File: src/rtl/counter_timer_pkg.sv
// Shared encodings and default sizes for the interval-timer controller.
package counter_timer_pkg;

   typedef enum logic [1:0] {
      ST_IDLE = 2'd0,
      ST_RUN  = 2'd1,
      ST_DONE = 2'd2
   } state_e;

   localparam int DEF_WIDTH      = 32;
   localparam int DEF_PRESCALE_W = 8;

endpackage : counter_timer_pkg

File: src/rtl/counter_timer_ctrl_count_core.sv
// Bare up-counter datapath: clear has priority over increment.
module count_core #(
   parameter int WIDTH = 32
) (
   input  logic             clk,
   input  logic             rst,
   input  logic             clr,
   input  logic             inc,
   output logic [WIDTH-1:0] count
);

   logic [WIDTH-1:0] count_d;
   logic [WIDTH-1:0] count_q;

   always_comb begin
      count_d = count_q;
      if (clr) begin
         count_d = '0;
      end else if (inc) begin
         count_d = count_q + WIDTH'(1);
      end
   end

   always_ff @(posedge clk or posedge rst) begin
      if (rst) begin
         count_q <= '0;
      end else begin
         count_q <= count_d;
      end
   end

   assign count = count_q;

endmodule : count_core

File: src/rtl/counter_timer_ctrl.sv
// Interval-timer controller: shadow config, prescaler, one-shot/periodic FSM,
// expiry pulse and sticky interrupt around a plain up-counter.
module counter_timer_ctrl
   import counter_timer_pkg::*;
#(
   parameter int WIDTH      = DEF_WIDTH,
   parameter int PRESCALE_W = DEF_PRESCALE_W
) (
   input  logic                  clk,
   input  logic                  rst,
   input  logic                  cfg_we,
   input  logic [WIDTH-1:0]      cfg_period,
   input  logic [PRESCALE_W-1:0] cfg_prescale,
   input  logic                  cfg_periodic,
   input  logic                  start,
   input  logic                  stop,
   input  logic                  irq_ack,
   output logic [WIDTH-1:0]      count,
   output logic                  busy,
   output logic                  done,
   output logic                  expire,
   output logic                  irq
);

   state_e                state_d,    state_q;
   logic [PRESCALE_W-1:0] psc_d,      psc_q;
   logic [WIDTH-1:0]      period_d,   period_q;
   logic [PRESCALE_W-1:0] prescale_d, prescale_q;
   logic                  periodic_d, periodic_q;
   logic                  expire_d,   expire_q;
   logic                  irq_d,      irq_q;

   logic             clr;
   logic             inc;
   logic [WIDTH-1:0] eff_period;
   logic             start_ok;
   logic             tick;
   logic             terminal;

   count_core #(.WIDTH(WIDTH)) u_core (
      .clk   (clk),
      .rst   (rst),
      .clr   (clr),
      .inc   (inc),
      .count (count)
   );

   // A write landing with start must be seen by that start, so look through the shadow.
   assign eff_period = (cfg_we && (state_q != ST_RUN)) ? cfg_period : period_q;
   assign start_ok   = start && !stop && (eff_period != '0);
   assign tick       = (psc_q == prescale_q);
   assign terminal   = tick && (count == period_q - WIDTH'(1));

   always_comb begin
      state_d    = state_q;
      psc_d      = psc_q;
      period_d   = period_q;
      prescale_d = prescale_q;
      periodic_d = periodic_q;
      expire_d   = 1'b0;
      irq_d      = irq_q && !irq_ack;
      clr        = 1'b0;
      inc        = 1'b0;

      case (state_q)
         ST_IDLE, ST_DONE: begin
            if (cfg_we) begin
               period_d   = cfg_period;
               prescale_d = cfg_prescale;
               periodic_d = cfg_periodic;
            end
            if (start_ok) begin
               state_d = ST_RUN;
               psc_d   = '0;
               clr     = 1'b1;
            end
         end
         ST_RUN: begin
            if (stop) begin
               state_d = ST_IDLE;
            end else if (start_ok) begin
               psc_d = '0;
               clr   = 1'b1;
            end else if (tick) begin
               psc_d = '0;
               if (terminal) begin
                  expire_d = 1'b1;
                  irq_d    = 1'b1;
                  if (periodic_q) begin
                     clr = 1'b1;
                  end else begin
                     // One-shot parks at count==period.
                     inc     = 1'b1;
                     state_d = ST_DONE;
                  end
               end else begin
                  inc = 1'b1;
               end
            end else begin
               psc_d = psc_q + PRESCALE_W'(1);
            end
         end
         default: begin
            state_d = ST_IDLE;
         end
      endcase
   end

   always_ff @(posedge clk or posedge rst) begin
      if (rst) begin
         state_q    <= ST_IDLE;
         psc_q      <= '0;
         period_q   <= '0;
         prescale_q <= '0;
         periodic_q <= 1'b0;
         expire_q   <= 1'b0;
         irq_q      <= 1'b0;
      end else begin
         state_q    <= state_d;
         psc_q      <= psc_d;
         period_q   <= period_d;
         prescale_q <= prescale_d;
         periodic_q <= periodic_d;
         expire_q   <= expire_d;
         irq_q      <= irq_d;
      end
   end

   assign busy   = (state_q == ST_RUN);
   assign done   = (state_q == ST_DONE);
   assign expire = expire_q;
   assign irq    = irq_q;

endmodule : counter_timer_ctrl

File: config.mk
export PLATFORM = sky130hd
export DESIGN_NAME = counter_timer_ctrl
export DESIGN_NICKNAME = d
export VERILOG_FILES = /design/src/rtl/counter_timer_pkg.sv /design/src/rtl/counter_timer_ctrl_count_core.sv /design/src/rtl/counter_timer_ctrl.sv
export SDC_FILE = /design/constraint.sdc
export NUM_CORES = 1
export LEC_CHECK = 0
export CAP_MARGIN = 20
export CORE_ASPECT_RATIO = 1.4
export CORE_MARGIN = 2
export CORE_UTILIZATION = 55
export CTS_CLUSTER_SIZE = 8
export DETAILED_ROUTE_END_ITERATION = 10
export GPL_ROUTABILITY_DRIVEN = 0
export PLACE_DENSITY = 0.81
export SLEW_MARGIN = 20
export SYNTH_ARGS = -nofsm -noshare
export SYNTH_HDL_FRONTEND = slang
export SYNTH_SLANG_ARGS = --single-unit
File: constraint.sdc
create_clock -name clk -period 8.04 [get_ports clk]
set_input_delay 1.608 -clock clk [delete_from_list [all_inputs] [get_ports clk]]
set_output_delay 1.608 -clock clk [all_outputs]
set_load 0.02 [all_outputs]
==> out/results.ini <==
[run_status]
status = finished, final reports clean

[clock_network]
cts_resized = 0
ctsRootBufferMaster = clkbuf_16
postCtsSetupBuffers = 0
cts.clk_slew.worst_paths_ns = 0.07
clock_path_buffers = 2
cts_tree = yes
numCtsBuffers = 9
cts.sinks = 85
cts-hold-fix-buffers = 0
clk_latency_ns = 0.34
htree_levels = 3

[setup_path]
slowest_stage = or4_1
reg2reg_slack_ns = 3.47
end_kind = register
crit_fanout = 11
worstSetupEndpoint = u_core.count[14]
cp-startpoint = cfg_period[30]
worstPathRequired_ns = 8.30
cpPeakStageDelay_ns = 0.64
critPathTopFamily = simple AND/OR/NAND/NOR gates
reg2reg_depth = 11
timing.rr.end = psc_q[6]
cp_num_buf_inv = 1
crit_path_start_kind = primary input
path_cells = clkdlybuf4s50_1, nor4_1, nand4_1, o31ai_1, nor2_1, nor2_1, nand3_1, or4_1, or3_1, a21oi_1
rr_startpoint = period_q[0]
path_depth = 10
criticalPathCategory = in -> reg
cp_common_cell = nor2_1
cp_data_arrival_time_ns = 5.01

[global_route]
grt_pass1_vias = 4796
grt_pass1_wl_mm = 24.18
antenna_found_initial = 0
grt_usage = 0.2928
grt_max_degree = 86
overflow = 0

[yosys]
seq_area_frac_synth = 0.3902
syn_avg_cell_area_sq_um = 9.497
synth_nets = 624
syn_inst = 574
synth_top_area_cell = dfrtp_1
synth-edff-count = 0
synthFlopType = dfrtp_1
yosysTopAreaCellShare = 0.3902
synth_cell_types = 60
ys_async_sr_fraction = 1.000
synth_common_cells = dfrtp_1, mux2_2, or3_1
synth_area_leaders = dfrtp_1, mux2_2, xor2_1, or3_1, xnor2_1
synth.most_common_cell = dfrtp_1
ys_ff_latch = 85
ys_warn_count = 0
syn-cell-area_sq_mm = 0.005451

[floorplanning]
row_count = 43
die_y_microns = 121.8
start_util = 0.5567
core_region_area_sq_mm = 0.009792
die_w_microns = 88.14
die_area_sq_mm = 0.01074
ioPinCount = 83

[sta]
slew_viol_final = 0
grt_setup_unrepaired = no
clock_skew_ns = 0.01018
slew_headroom = 0.4691
worstMarginPinSlew_ns = 0.7934
whs_ns = 0.4698
tns_ns = 0
min_period_ns = 4.746
fmax_ghz = 0.2107
hold_violations = 0
finalCritPeriodShare = 0.5903
setup_viol = 0

[detailed_routing]
vias = 4906
drcViolationCount = 0
dr.pass1.iters = 5
vias_per_cell = 6.330
drtAntennaViolNets = 0
wl_per_cell_microns = 18.98
wirelength_mm = 14.71
drtIter0Drc = 382

[place]
port_buffers = 82
dp_cells = 759
place_area_sq_mm = 0.006243
dp_hpwl_mm = 10.66

[finish]
final_cell_area_sq_mm = 0.006528
n_antenna_cell = 0
layout-drive-gt1-share = 0.1375
finalNonFillerCells = 775
finalNetCount = 686
area_growth_syn_to_layout_pct = 19.74

[min_path]
hold_class = reg -> reg
min_from = state_q[1]

[run]
drv.max_cap_violation_count = 0

[pwr]
max-vdd-ir-drop_mv = 0.1596
power_density_mw_per_mm2 = 162.7
p_leak_nw = 2.513

==> worst register-to-register path, stage by stage (launching register included) <==
cell	delay [ns]
dfrtp_1	0.43
inv_1	0.10
ha_1	0.24
or3b_1	0.46
or3_1	0.49
or3_1	0.40
a2111oi_2	0.37
nand4_1	0.15
nor4_2	0.45
and2_4	0.64
o21a_4	0.53
nor3_1	0.16
==> registers in the layout, summed over array words and instances, names as in the netlist <==
register / cells
period_q: 32
u_core.count: 32
prescale_q: 8
psc_q: 8
state_q: 2
expire: 1
irq: 1
periodic_q: 1
==> cell type report <==
type                            instances  area, sq um
Tap cell                              135        168.9
Inverter                               11        42.54
Clock buffer                           11        232.7
Fill cell                             798         3264
Timing Repair Buffer                   85        859.6
Clock inverter                          4        26.28
Sequential cell                        85         2127
Multi-Input combinational cell        444         3070
==> worst min-delay path by stage <==
stage                             to  slack (ns)  cells after the start
after floorplan           state_q[0]        0.43                      1
after global placement    state_q[0]        0.44                      1
after detailed placement  state_q[0]        0.46                      1
after CTS                 state_q[0]        0.47                      1
after global routing      state_q[0]        0.50                      1
final                     state_q[0]        0.47                      1
==> kinds of logic after synthesis <==
group / after synthesis / share of synthesized area
AO/OA/AOI/OAI: 112 / 0.1336
XOR/XNOR: 52 / 0.08354
adder cells (fa/ha/maj): 3 / 0.006886
buffers and inverters: 45 / 0.04934
flip-flops: 85 / 0.3902
multiplexers: 40 / 0.08217
AND/OR/NAND/NOR: 237 / 0.2543
==> metal layers <==
metal	routed length, microns	GRT usage	vias to the layer above	share of wire
li1	-	-	2260	-
met1	5720	0.3516	2390	0.39
met2	7475	0.5014	210	0.51
met3	874	0.04810	46	0.059
met4	639	0.1468	0	0.043
met5	0	0	-	0
==> layout by cell type, fill, tap and decap left out, types with 3 or more instances in the layout <==
| master | count |
|---|---|
| dfrtp_1 | 85 |
| clkdlybuf4s50_1 | 82 |
| mux2_2 | 38 |
| or3_1 | 34 |
| xor2_1 | 33 |
| a21oi_1 | 30 |
| nand3_1 | 29 |
| nand2_1 | 26 |
| o21ai_0 | 25 |
| nand4_1 | 23 |
| nor3_1 | 20 |
| xnor2_1 | 19 |
| nor2_1 | 19 |
| nor4_1 | 18 |
| and3_1 | 16 |
| inv_1 | 10 |
| nand2b_1 | 9 |
| o21ai_2 | 9 |
| a21oi_2 | 9 |
| clkbuf_16 | 9 |
| o31ai_1 | 8 |
| or4_1 | 7 |
| o21ai_1 | 7 |
| and4_1 | 7 |
| and2_1 | 6 |
| a211oi_1 | 4 |
| or2_2 | 3 |
| a31oi_1 | 3 |
| a21o_1 | 3 |
| clkinv_2 | 3 |
| ha_1 | 3 |
==> metrics by stage <==
step | power [mW] | util | setup slack (ns)
6_report | 1.062 | 0.6666 | 3.294
5_1_grt | 1.108 | 0.6666 | 3.015
4_1_cts | 1.066 | 0.6641 | 3.248
3_5_place_dp | 0.6902 | 0.6376 | 3.044
3_3_place_gp | 0.6799 | 0.6376 | 3.092
2_1_floorplan | 0.6290 | - | 4.169
==> report_power, final <==
group | switching [mW] | leakage (nW) | internal (mW)
clock | 0.168 | 0.125 | 0.207
sequential | 0.0507 | 1.09 | 0.460
combinational | 0.0827 | 1.29 | 0.0927
total | 0.302 | 2.51 | 0.760
No activity file was read; power rests on OpenSTA's default activity.
